==> src/rtl/fetch_unit.sv <==
// Instruction fetch stage: owns the fetch PC, requests words over req/ack and
// buffers {pc, inst} in a prefetch queue. Optional counters: FETCH_PERF_CNT_EN.
module fetch_unit #(
    parameter logic [31:0] RESET_PC = 32'd100,
    parameter int unsigned DEPTH    = 2
) (
    input  logic        clk,
    input  logic        rst_n,
    output logic        o_imem_req_c,
    output logic [31:0] o_imem_addr,
    input  logic        i_imem_ack,
    input  logic [31:0] i_imem_rdata,
    input  logic        i_stall,
    input  logic        i_redirect,
    input  logic [31:0] i_redirect_pc,
    output logic        o_if_valid,
    output logic [31:0] o_if_inst,
    output logic [31:0] o_if_pc,
`ifdef FETCH_PERF_CNT_EN
    output logic [31:0] o_fetch_cnt,
    output logic [31:0] o_discard_cnt,
`endif
    output logic [31:0] o_pc
);

    localparam int unsigned PW = (DEPTH > 1) ? $clog2(DEPTH) : 1;
    localparam int unsigned CW = PW + 1;

    typedef enum logic {
        ST_FETCH   = 1'b0,
        ST_DISCARD = 1'b1
    } state_t;

    state_t        r_state;
    logic [31:0]   r_pc;
    logic [31:0]   r_addr;
    logic [CW-1:0] r_count;
    logic [PW-1:0] r_rd;
    logic [PW-1:0] r_wr;
    logic [31:0]   r_mem_inst [DEPTH];
    logic [31:0]   r_mem_pc   [DEPTH];
    logic          r_if_valid;
    logic [31:0]   r_if_inst;
    logic [31:0]   r_if_pc;
`ifdef FETCH_PERF_CNT_EN
    logic [31:0]   r_fetch_cnt;
    logic [31:0]   r_discard_cnt;
`endif

    state_t        w_state_nxt;
    logic          w_req;
    logic          w_xfer;
    logic          w_push;
    logic          w_pop;
    logic          w_drop;
    logic          w_flush;
    logic [31:0]   w_redirect_pc;
    logic [31:0]   w_pc_nxt;
    logic [31:0]   w_addr_nxt;
    logic [CW-1:0] w_count_nxt;
    logic [PW-1:0] w_rd_nxt;
    logic [PW-1:0] w_wr_nxt;
    logic          w_head_valid;
    logic [31:0]   w_head_inst;
    logic [31:0]   w_head_pc;

    // Request depends only on state and occupancy; held low during reset.
    assign w_req         = rst_n && ((r_state == ST_DISCARD) || (r_count < CW'(DEPTH)));
    assign w_xfer        = w_req && i_imem_ack;
    assign w_redirect_pc = i_redirect_pc & ~32'h3;

    // Next-state, queue bookkeeping and next queue head.
    always_comb begin
        w_state_nxt  = r_state;
        w_pc_nxt     = r_pc;
        w_push       = 1'b0;
        w_pop        = 1'b0;
        w_drop       = 1'b0;
        w_flush      = 1'b0;
        w_head_valid = 1'b0;
        w_head_inst  = 32'h0;
        w_head_pc    = 32'h0;

        case (r_state)
            ST_FETCH: begin
                if (i_redirect) begin
                    w_flush  = 1'b1;
                    w_drop   = w_xfer;
                    w_pc_nxt = w_redirect_pc;
                    if (w_req && !i_imem_ack) begin
                        w_state_nxt = ST_DISCARD;
                    end
                end else begin
                    w_push = w_xfer;
                    w_pop  = r_if_valid && !i_stall;
                    if (w_xfer) begin
                        w_pc_nxt = r_pc + 32'd4;
                    end
                end
            end
            ST_DISCARD: begin
                w_drop = w_xfer;
                w_pop  = r_if_valid && !i_stall && !i_redirect;
                if (w_xfer) begin
                    w_state_nxt = ST_FETCH;
                end
                if (i_redirect) begin
                    w_flush  = 1'b1;
                    w_pc_nxt = w_redirect_pc;
                end
            end
            default: w_state_nxt = ST_FETCH;
        endcase

        if (w_flush) begin
            w_rd_nxt    = '0;
            w_wr_nxt    = '0;
            w_count_nxt = '0;
        end else begin
            w_rd_nxt    = r_rd + PW'(w_pop);
            w_wr_nxt    = r_wr + PW'(w_push);
            w_count_nxt = r_count + CW'(w_push) - CW'(w_pop);
        end

        // Old address stays on the bus until the abandoned request is acked.
        w_addr_nxt = (w_state_nxt == ST_DISCARD) ? r_addr : w_pc_nxt;

        if (w_count_nxt != '0) begin
            w_head_valid = 1'b1;
            if (w_push && (r_wr == w_rd_nxt)) begin
                w_head_inst = i_imem_rdata;
                w_head_pc   = r_pc;
            end else begin
                w_head_inst = r_mem_inst[w_rd_nxt];
                w_head_pc   = r_mem_pc[w_rd_nxt];
            end
        end
    end

    // Control and output registers.
    always_ff @(posedge clk or negedge rst_n) begin
        if (!rst_n) begin
            r_state       <= ST_FETCH;
            r_pc          <= RESET_PC;
            r_addr        <= RESET_PC;
            r_count       <= '0;
            r_rd          <= '0;
            r_wr          <= '0;
            r_if_valid    <= 1'b0;
            r_if_inst     <= 32'h0;
            r_if_pc       <= 32'h0;
`ifdef FETCH_PERF_CNT_EN
            r_fetch_cnt   <= 32'h0;
            r_discard_cnt <= 32'h0;
`endif
        end else begin
            r_state       <= w_state_nxt;
            r_pc          <= w_pc_nxt;
            r_addr        <= w_addr_nxt;
            r_count       <= w_count_nxt;
            r_rd          <= w_rd_nxt;
            r_wr          <= w_wr_nxt;
            r_if_valid    <= w_head_valid;
            r_if_inst     <= w_head_inst;
            r_if_pc       <= w_head_pc;
`ifdef FETCH_PERF_CNT_EN
            r_fetch_cnt   <= r_fetch_cnt + 32'(w_push);
            r_discard_cnt <= r_discard_cnt + 32'(w_drop);
`endif
        end
    end

    // Queue storage needs no reset; occupancy is tracked by r_count.
    always_ff @(posedge clk) begin
        if (w_push) begin
            r_mem_inst[r_wr] <= i_imem_rdata;
            r_mem_pc[r_wr]   <= r_pc;
        end
    end

    assign o_imem_req_c  = w_req;
    assign o_imem_addr   = r_addr;
    assign o_if_valid    = r_if_valid;
    assign o_if_inst     = r_if_inst;
    assign o_if_pc       = r_if_pc;
    assign o_pc          = r_pc;
`ifdef FETCH_PERF_CNT_EN
    assign o_fetch_cnt   = r_fetch_cnt;
    assign o_discard_cnt = r_discard_cnt;
`endif

endmodule

==> config.mk <==
export PLATFORM = sky130hd
export DESIGN_NAME = fetch_unit
export DESIGN_NICKNAME = d
export VERILOG_FILES = /design/src/rtl/fetch_unit.sv
export SDC_FILE = /design/constraint.sdc
export NUM_CORES = 1
export LEC_CHECK = 0
export BUFFER_PORTS_ARGS = -buffer_cell sky130_fd_sc_hd__buf_4
export CORE_ASPECT_RATIO = 0.7
export CORE_MARGIN = 5
export CORE_UTILIZATION = 59
export CTS_CLUSTER_DIAMETER = 150
export DETAILED_ROUTE_END_ITERATION = 6
export PLACE_DENSITY_LB_ADDON = 0.12
export SLEW_MARGIN = 20
export SYNTH_ARGS = -nofsm -noshare
export SYNTH_HDL_FRONTEND = slang
export SYNTH_SLANG_ARGS = --single-unit
==> constraint.sdc <==
create_clock -name clk -period 6.6 [get_ports clk]
set_input_delay 0.33 -clock clk [delete_from_list [all_inputs] [get_ports clk]]
set_output_delay 0.33 -clock clk [all_outputs]
set_load 0.01 [all_outputs]
# After elaboration in Yosys (flattened, before gate mapping)
# Memories as Yosys holds them, arrays and structs flattened.
# Cells that the tools add are included.
dict set report totals {
  wordCells 53
  reg_bits 134
  output_inout_bits 130
  memories 2
  mem_bits_rw 128
  in_bits 69
}
dict set report classes {
  bitwise_logic 1
  mux 23
  n_eq_ne 1
  n_lt_le_gt_ge 1
  reduce_logical 11
  add_sub_neg 5
}
# name depth word_bits rd rd_clocked_by_memory_dff wr line
set mem_list {}
lappend mem_list {r_mem_inst 2 32 1 0 1 40} ;# logic [31:0] r_mem_inst [DEPTH];
lappend mem_list {r_mem_pc 2 32 1 0 1 41} ;# logic [31:0] r_mem_pc [DEPTH];
# operator n
set op_table {}
lappend op_table {{2-to-1 mux 32 bit} 7}
lappend op_table {{one-hot mux 32 bit (2 select lines)} 1}
lappend op_table {{adder 32 x 3 -> 32 bit, second input constant} 1}
lappend op_table {{2-to-1 mux 1 bit} 12}
lappend op_table {{logical AND 1 bit} 6}
lappend op_table {{one-hot mux 1 bit (2 select lines)} 2}
lappend op_table {{zero test 1 bit} 3}
lappend op_table {{adder 1 bit} 2}
lappend op_table {{adder 2 x 1 -> 2 bit} 1}
lappend op_table {{< comparator 2 bit, second input constant} 1}
lappend op_table {{2-to-1 mux 2 bit} 1}
lappend op_table {{nonzero test 2 bit} 1}
lappend op_table {{subtractor 2 x 1 -> 2 bit} 1}
lappend op_table {{== test 1 bit} 1}
lappend op_table {{logical OR 1 bit} 1}
lappend op_table {{inverter 1 bit} 1}

# Longest topological paths before layout
# Gate-level depths: netlist of run 1.
dict set report depth {
  depth_word 11
  depth_mapped 13
  mapped_depth_nobuf 9
}

# Worst setup path before layout of run 1
# No wires, ideal clock.
dict set report synth_timing {
  path_kind {register to register}
  start {reg r_state}
  end {mem r_mem_inst[0][0] (enable)}
  setup_ns 0.429
  t_arrival_ns 2.567
  n_path_buf 2
  slack_ns 3.604
  stages_incl_launch_ff 7
  synth_period_minus_slack_ns 2.996
  required_time_ns 6.171
  cell_sequence {dfrtp_1 buf_6 and4bb_1 buf_4 nand2_1 inv_1 ha_1}
}
dict set report synth_via {
  elab_chain_len 7
}
# item line
set synth_lines {}
lappend synth_lines {{from (decl)} 34} ;# state_t r_state;
lappend synth_lines {{from (signal assigned)} 157} ;# r_state <= w_state_nxt;
lappend synth_lines {{logical OR 1 bit} 68} ;# assign w_req = rst_n && ((r_state == ST_DISCARD) || (r_count < CW'(DEPTH)));
lappend synth_lines {{logical AND 1 bit} 68}
lappend synth_lines {{logical AND 1 bit} 69} ;# assign w_xfer = w_req && i_imem_ack;
lappend synth_lines {{2-to-1 mux 1 bit} 86} ;# if (i_redirect) begin
lappend synth_lines {{2-to-1 mux 1 bit *} 84} ;# case (r_state)
lappend synth_lines {{2-to-1 mux 1 bit *} 175} ;# if (w_push) begin
lappend synth_lines {{2-to-1 mux 1 bit (not written as such) *} 176} ;# r_mem_inst[r_wr] <= i_imem_rdata;
lappend synth_lines {{to (decl)} 40}
# Mark *: on every way between the ends. The rest lies on a longest branch, timed or not.

# Worst setup path in the final report of run 1
dict set report layout_timing {
  start {in rst_n}
  end {reg r_if_inst[0] (netlist: o_if_inst[0])}
}
dict set report layout_via {
  elab_chain_len 9
  elab_cells_between_ends 11
  classes_between {add/sub (2); mux (5); reduce/logical (4)}
}
# item line
set layout_lines {}
lappend layout_lines {{from (decl)} 8} ;# input logic rst_n,
lappend layout_lines {{logical AND 1 bit} 68}
lappend layout_lines {{logical AND 1 bit} 69}
lappend layout_lines {{2-to-1 mux 1 bit} 86}
lappend layout_lines {{2-to-1 mux 1 bit} 84}
lappend layout_lines {{adder 2 x 1 -> 2 bit} 122} ;# w_count_nxt = r_count + CW'(w_push) - CW'(w_pop);
lappend layout_lines {{subtractor 2 x 1 -> 2 bit} 122}
lappend layout_lines {{2-to-1 mux 2 bit} 115} ;# if (w_flush) begin
lappend layout_lines {{net w_count_nxt[0]} 60} ;# logic [CW-1:0] w_count_nxt;
lappend layout_lines {{nonzero test 2 bit} 128} ;# if (w_count_nxt != '0) begin
lappend layout_lines {{2-to-1 mux 32 bit} 128}
lappend layout_lines {{net w_head_inst[0]} 64} ;# logic [31:0] w_head_inst;
lappend layout_lines {{to (signal assigned)} 164} ;# r_if_inst <= w_head_inst;
lappend layout_lines {{to (decl)} 43} ;# logic [31:0] r_if_inst;
# The timed path passes the listed nets, and every way through them passes these cells.
# A chain may end at the register's enable or synchronous reset.

==> impl_results.rst, run 1 <==
.. list-table::
   :header-rows: 1

   * - Metric
     - Value
   * - Result of the run
     - complete, no violations
   * - Total instance count after detailed placement
     - 1145
   * - Max-cap violations
     - 0
   * - Design area
     - 0.0130 mm²
   * - Fraction of layout instances using a drive strength above 1
     - 0.285
   * - Critical-path maximum fanout
     - 77
   * - Synth Cell Area
     - 0.0105 mm²
   * - Endpoints failing setup
     - 0
   * - Post-synthesis net count
     - 840
   * - DPL Wire Length
     - 15900 µm
   * - Required @ worst endpoint
     - 6.94 ns
   * - Maximum frequency from static timing analysis
     - 233 MHz
   * - Number of distinct library cells after synthesis
     - 46
   * - Clk Tree Root Cell
     - sky130_fd_sc_hd__clkbuf_16
   * - Die outline height
     - 122 µm
   * - Post-synth top area cell
     - sky130_fd_sc_hd__edfxtp_1
   * - Ratio of routed vias to standard cells
     - 5.83
   * - Number of global-route vias before repair
     - 7144
   * - Largest cells by area after synthesis
     - sky130_fd_sc_hd__edfxtp_1 36%, sky130_fd_sc_hd__dfrtp_1 30%, sky130_fd_sc_hd__mux2i_1 6.4%
   * - Violation count after the first detailed-route iteration
     - 655
   * - Total I/O pin count
     - 199
   * - Library cell appearing most often on the critical path
     - sky130_fd_sc_hd__ha_1
   * - Cell at the slowest stage of the critical path
     - sky130_fd_sc_hd__and4bb_1
   * - EDFF count, synth
     - 128
   * - Number of antenna cells inserted
     - 0
   * - Switching power share of the total
     - 0.248
   * - Kind of critical path
     - input pin to register
   * - Share of the synthesized area in the top cell type
     - 0.365
   * - Share of the cycle needed by the critical path after routing
     - 0.650
   * - Cell count after synthesis
     - 766
   * - Number of vias in the routed layout
     - 6972
   * - Worst Max-Slew Pin Slew
     - 1.11 ns
   * - Fraction of the yosys area taken by sequential cells
     - 0.684
   * - Largest clock skew in the final design
     - 0.00893 ns
   * - Average wire length per cell after detail routing
     - 20.7 µm
   * - Die X-Extent
     - 170 µm
   * - Post-detailed-route DRC marker count
     - 0
   * - Flop-to-flop setup slack
     - 2.78 ns
   * - Internal Power
     - 2870 µW
   * - Total net switching power
     - 945 µW
   * - Cell types with the highest counts after synthesis
     - 128 x sky130_fd_sc_hd__dfrtp_1, 128 x sky130_fd_sc_hd__edfxtp_1, 86 x sky130_fd_sc_hd__nor2_1
   * - H-tree depth
     - 1
   * - Relative slew slack
     - 0.259
   * - Remaining global-route overflow
     - 0
   * - RSZ-0062 raised after global routing
     - no
   * - Average footprint of a synthesized cell
     - 13.8 µm²
   * - Setup Fix Bufs, Post-CTS
     - 0
   * - Maximum root-to-sink buffer count
     - 3
   * - Clock buffers created by TritonCTS
     - 24
   * - Sequential share of power
     - 0.506
   * - Final non-filler cell total
     - 1195
   * - Standard-cell row count
     - 40
   * - Remaining antenna violation count after routing
     - 0
   * - Core Footprint
     - 0.0174 mm²
   * - Worst hold path class
     - input pin to register
   * - Total Routing Usage GR
     - 0.236
   * - Crit start category
     - input pin
   * - Wire length of the first global-routing pass
     - 38600 µm
   * - Delay of the slowest cell on the worst path
     - 0.77 ns
   * - Final worst slack
     - 2.31 ns
   * - Number of antenna violations at the first check in global routing
     - 0
   * - Later-pin clock latency in the skew report
     - 0.51 ns
   * - Placement-stage worst setup slack
     - 2.30 ns
   * - Global placer's final weighted congestion
     - 0.850
   * - Post-CTS Hold Buffers
     - 5
   * - Total Wirelength
     - 24700 µm
   * - Comb pwr share
     - 0.138
   * - Number of hold violations in the final report
     - 0
   * - Final min period
     - 4.29 ns
   * - Net count of the finished layout
     - 1021
   * - Top_reg_cell synth
     - sky130_fd_sc_hd__edfxtp_1
   * - Die area
     - 0.0207 mm²
   * - Cells along the critical path
     - dlygate4sd3_1, buf_6, and4bb_1, nand2_1, ha_1, inv_1, ha_1, nor2b_1, nor2_4, buf_4, a211oi_1
   * - Power density relative to cell area
     - 293 mW/mm²
   * - Number of warning messages in the yosys log
     - 0
   * - Iteration count of the initial detailed-routing pass
     - 5
   * - Leakage power
     - 0.00530 µW
   * - Buffers added on ports
     - 196
   * - Number of max-slew violations in the final report
     - 0
   * - Total cell area at the placement stage
     - 0.0122 mm²
   * - Clock share of power
     - 0.356
   * - Peak supply drop
     - 0.173 mV
   * - TNS Setup
     - 0 ns
   * - Post-CTS Resized
     - 0
   * - #FFs+latches synth
     - 262
   * - Clock tree from TritonCTS
     - built
   * - Fraction of registers with async set or reset after synthesis
     - 0.511
   * - Area Overhead vs Synth
     - 23.7%
   * - CTS sink count
     - 262
   * - Post-CTS clock slew at the launch and capture registers of the worst setup and hold paths
     - 0.06 ns
   * - Critical Path Sink Type
     - register
   * - Critical path arrival
     - 4.62 ns
   * - Largest net degree at the start of global routing
     - 78
   * - Starting density of the core
     - 0.606
-- per-layer routing --
layer  up-vias  global-route usage  part of all wire
met3        36              0.0545             0.095
li1       3187                   -                 -
met1      3425               0.343              0.42
met4         0              0.0563             0.017
met5         -                   0                 0
met2       324               0.367              0.47
-- metrics by stage --
step                      utilization  total power [µW]  hold slack, ns
after floorplan                     -              2190          0.0344
after global placement          0.700              2460           0.414
after detailed placement        0.700              2480           0.413
after CTS                       0.748              3830        0.000440
after global routing            0.751              3970         0.00186
final                           0.751              3810          0.0198
-- sequential cells by signal, summed over array words and instances (netlist names) --
name         flops
r_state          1
o_pc            32
o_if_pc         32
r_wr             1
r_count          2
r_mem_inst      64
r_mem_pc        64
r_rd             1
o_if_valid       1
o_if_inst       32
o_imem_addr     32
-- final cells by class --
class / instances / area [µm²]
flip-flops and latches: 262 / 7200
multi-input cells: 441 / 3110
well taps: 231 / 289
repair buffers: 207 / 1600
fillers: 1070 / 4330
inverters: 11 / 41.3
clock inverters: 5 / 30.0
clock buffers: 38 / 758
-- path summary, 6_finish.rpt --
check,to,cells past startpoint,from
worst max-delay path,o_if_inst[0],11,rst_n
worst min-delay path,r_mem_inst[0][16],1,i_imem_rdata[16]
worst max register to register,o_if_inst[0],9,r_state
worst min register to register,o_imem_addr[11],2,o_imem_addr[11]
max in group asynchronous,o_pc[11],3,rst_n
min in group asynchronous,o_if_inst[27],2,rst_n
-- power by group through the flow --
stage,combinational [µW],clock [µW],sequential [µW]
5_1_grt,569,1460,1940
3_3_place_gp,504,0,1950
3_5_place_dp,520,0,1960
2_1_floorplan,217,0,1970
4_1_cts,525,1380,1930
6_report,525,1360,1930
-- kinds of logic (layout without fill, tap and decap cells) --
| kind of cell | count (synthesis) | count (layout) | synth area share |
|---|---|---|---|
| xor+xnor | 34 | 34 | 0.0296 |
| mux | 88 | 88 | 0.0865 |
| fa+ha+maj | 5 | 5 | 0.00594 |
| buf+inv | 63 | 261 | 0.0259 |
| flops | 262 | 262 | 0.684 |
| simple gates | 196 | 196 | 0.0911 |
| compound gates | 118 | 118 | 0.0770 |
-- layout by cell type, fill, tap and decap left out, types with 14 or more instances in the layout --
master | Yosys | layout
sky130_fd_sc_hd__buf_4 | 3 | 198
sky130_fd_sc_hd__dfrtp_1 | 128 | 128
sky130_fd_sc_hd__edfxtp_1 | 128 | 128
sky130_fd_sc_hd__nor2_1 | 86 | 84
sky130_fd_sc_hd__mux2i_1 | 67 | 67
sky130_fd_sc_hd__a211oi_1 | 64 | 64
sky130_fd_sc_hd__nand2_1 | 43 | 42
sky130_fd_sc_hd__clkbuf_16 | 0 | 28
sky130_fd_sc_hd__xnor2_1 | 22 | 22
sky130_fd_sc_hd__o21ai_0 | 22 | 22
sky130_fd_sc_hd__mux2_2 | 20 | 20
sky130_fd_sc_hd__a21oi_1 | 14 | 14
-- critical path, delay by kind of cell --
family / cells / cell delay (ns)
AO/OA/AOI/OAI: 1 / 0.11
adder cells (fa/ha/maj): 2 / 0.63
AND/OR/NAND/NOR: 4 / 1.83
buffers and inverters: 4 / 1.62
No activity file was read; power rests on OpenSTA's default activity.
==> run 2: changes to the inputs <==
Settings changed: CORE_UTILIZATION 59 to 55.
Clock period 6.6 ns to 4.2 ns, I/O delays scaled along.
==> run 2 against run 1 <==
Effect of this change: via count grew 1.2%; highest routed layer unchanged; die area rose by 6.8%; hold slack improved by 0.064 ns; utilization fell by 2.8 points; clock power is 56% higher; clock skew rose by 0.0036 ns; non-clock buffer count increased by 62.
==> impl_results.rst, run 2 (synthesis gave the netlist of run 1 again) <==
.. list-table::
   :header-rows: 1

   * - Metric
     - Value
   * - Result of the run
     - complete, no violations (unchanged)
   * - Power density relative to cell area
     - 441 mW/mm² (was 293 mW/mm²)
   * - Largest clock skew in the final design
     - 0.0125 ns (was 0.00893 ns)
   * - Global placer's final weighted congestion
     - 0.874 (was 0.850)
   * - Design area
     - 0.0136 mm² (was 0.0130 mm²)
   * - Largest net degree at the start of global routing
     - 78 (unchanged)
   * - Critical path arrival
     - 3.28 ns (was 4.62 ns)
   * - Iteration count of the initial detailed-routing pass
     - 5 (unchanged)
   * - Relative slew slack
     - 0.343 (was 0.259)
   * - Number of antenna cells inserted
     - 0 (unchanged)
   * - Worst hold path class
     - input pin to register (unchanged)
   * - Maximum frequency from static timing analysis
     - 341 MHz
   * - Later-pin clock latency in the skew report
     - 0.52 ns (was 0.51 ns)
   * - Number of antenna violations at the first check in global routing
     - 0 (unchanged)
   * - Violation count after the first detailed-route iteration
     - 524 (was 655)
   * - RSZ-0062 raised after global routing
     - no (unchanged)
   * - Total Routing Usage GR
     - 0.225 (was 0.236)
   * - Total I/O pin count
     - 199 (unchanged)
   * - Ratio of routed vias to standard cells
     - 5.56 (was 5.83)
   * - TNS Setup
     - 0 ns (unchanged)
   * - Registers with the most flip-flops
     - r_mem_inst x64, r_mem_pc x64 (unchanged)
   * - Buffers added on ports
     - 196 (unchanged)
   * - Cell at the slowest stage of the critical path
     - sky130_fd_sc_hd__dfrtp_1 (was sky130_fd_sc_hd__and4bb_1)
   * - Die area
     - 0.0221 mm² (was 0.0207 mm²)
   * - Core Footprint
     - 0.0189 mm² (was 0.0174 mm²)
   * - Top library cells by usage in the layout, fill and taps aside
     - 205 x sky130_fd_sc_hd__buf_4, 128 x sky130_fd_sc_hd__dfrtp_1, 128 x sky130_fd_sc_hd__edfxtp_1, 84 x sky130_fd_sc_hd__nor2_1, 67 x sky130_fd_sc_hd__mux2i_1 (was 198 x sky130_fd_sc_hd__buf_4, 128 x sky130_fd_sc_hd__dfrtp_1, 128 x sky130_fd_sc_hd__edfxtp_1, 84 x sky130_fd_sc_hd__nor2_1, 67 x sky130_fd_sc_hd__mux2i_1)
   * - Commonest non-fill, non-tap cell in the layout
     - sky130_fd_sc_hd__buf_4 (unchanged)
   * - Delay of the slowest cell on the worst path
     - 0.51 ns (was 0.77 ns)
   * - Number of global-route vias before repair
     - 7156 (was 7144)
   * - Post-CTS clock slew at the launch and capture registers of the worst setup and hold paths
     - 0.06 ns (about the same)
   * - Peak supply drop
     - 0.337 mV (was 0.173 mV)
   * - Clk Tree Root Cell
     - sky130_fd_sc_hd__clkbuf_16 (unchanged)
   * - CTS sink count
     - 262 (unchanged)
   * - Remaining antenna violation count after routing
     - 0 (unchanged)
   * - Leakage power
     - 0.00556 µW (was 0.00530 µW)
   * - Kind of critical path
     - register to register (was input pin to register)
   * - Net count of the finished layout
     - 1084 (was 1021)
   * - Post-detailed-route DRC marker count
     - 0 (unchanged)
   * - Endpoints failing setup
     - 0 (unchanged)
   * - Crit start category
     - register (was input pin)
   * - Share of the cycle needed by the critical path after routing
     - 0.698
   * - Number of hold violations in the final report
     - 0 (unchanged)
   * - Standard-cell row count
     - 42 (was 40)
   * - Remaining global-route overflow
     - 0 (unchanged)
   * - Setup Fix Bufs, Post-CTS
     - 0 (unchanged)
   * - Required @ worst endpoint
     - 4.55 ns (was 6.94 ns)
   * - Clock tree from TritonCTS
     - built (unchanged)
   * - Critical-path maximum fanout
     - 18 (was 77)
   * - Critical Path Sink Type
     - register (unchanged)
   * - Worst Max-Slew Pin Slew
     - 0.985 ns (was 1.11 ns)
   * - Average wire length per cell after detail routing
     - 19.8 µm (was 20.7 µm)
   * - Max-cap violations
     - 0 (unchanged)
   * - Fraction of layout instances using a drive strength above 1
     - 0.275 (was 0.285)
   * - Wire length of the first global-routing pass
     - 39800 µm (was 38600 µm)
   * - DPL Wire Length
     - 15800 µm (was 15900 µm)
   * - Number of max-slew violations in the final report
     - 0 (unchanged)
   * - Starting density of the core
     - 0.558 (was 0.606)
   * - Post-CTS Hold Buffers
     - 61 (was 5)
   * - Die X-Extent
     - 175 µm (was 170 µm)
   * - Area Overhead vs Synth
     - 29.4% (was 23.7%)
   * - Number of vias in the routed layout
     - 7057 (was 6972)
   * - Total Wirelength
     - 25200 µm (was 24700 µm)
   * - Maximum root-to-sink buffer count
     - 3 (unchanged)
   * - Cells along the critical path
     - and4bb_1, buf_4, nand2_1, ha_1, inv_1, ha_1, nor2b_1, nor2_4, buf_4, a211oi_1 (was dlygate4sd3_1, buf_6, and4bb_1, nand2_1, ha_1, inv_1, ha_1, nor2b_1, nor2_4, buf_4, a211oi_1)
   * - Placement-stage worst setup slack
     - 1.26 ns (was 2.30 ns)
   * - Post-CTS Resized
     - 0 (unchanged)
   * - Final min period
     - 2.93 ns
   * - H-tree depth
     - 1 (unchanged)
   * - Final worst slack
     - 1.27 ns (was 2.31 ns)
   * - Die outline height
     - 126 µm (was 122 µm)
   * - Total cell area at the placement stage
     - 0.0123 mm² (was 0.0122 mm²)
   * - Clock buffers created by TritonCTS
     - 25 (was 24)
run 2: changes by cell type in the layout (fill, tap and decap cells not counted), moves of 3 or more:
cell and delta:
sky130_fd_sc_hd__dlygate4sd3_1 +55, sky130_fd_sc_hd__clkinv_2 +3, sky130_fd_sc_hd__buf_4 +7, sky130_fd_sc_hd__clkbuf_1 -3, sky130_fd_sc_hd__clkinv_1 +4, sky130_fd_sc_hd__clkbuf_16 -3
run 2: metal layers:
layer  wire (µm)  GRT usage  vias up
met3        1840     0.0563       34
met5           0          0        -
met4         391     0.0402        0
met2       11400      0.342      218
li1            -          -     3304
met1       11600      0.336     3501
run 2: final timing paths:
path | startpoint | end | slack [ns] | depth (start not counted)
hold / removal | i_redirect_pc[23] | o_pc[23] | 0.08 | 3
setup reg to reg | r_state | o_if_inst[12] | 1.27 | 10
min in group asynchronous | rst_n | r_state | 0.53 | 3
max in group asynchronous | rst_n | o_imem_addr[7] | 2.23 | 4
setup / recovery | r_state | o_if_inst[12] | 1.27 | 10
hold reg to reg | o_imem_addr[2] | o_imem_addr[2] | 0.48 | 2
run 2: layout make-up:
class	count	area [µm²]
fillers	1245	5240
repair buffers	269	2200
clock inverters	13	95.1
flip-flops and latches	262	7200
clock buffers	32	672
inverters	11	41.3
well taps	242	303
multi-input cells	441	3110
run 2: where the power goes:
part | switching, µW | leakage, µW | internal, µW
logic | 446 | 0.00232 | 421
registers | 153 | 0.00286 | 2880
clock network | 922 | 0.000383 | 1190
total | 1520 | 0.00556 | 4500
run 2: critical path: cells and delay by family, from the launching register on:
family,cells,cell delay (ns)
adder cells (fa/ha/maj),2,0.54
AO/OA/AOI/OAI,1,0.07
AND/OR/NAND/NOR,4,1.03
buffers and inverters,3,0.60
flip-flops,1,0.51
run 2: through the flow:
step | hold WS (ns) | power [µW] | std cells | util
after floorplan | -0.0856 | 3440 | 766 | -
after global placement | 0.405 | 3880 | 1164 | 0.649
after detailed placement | 0.406 | 3900 | 1164 | 0.649
after CTS | 0.0649 | 6060 | 1270 | 0.723
after global routing | 0.100 | 6260 | 1270 | 0.723
final | 0.0838 | 6020 | 1270 | 0.723
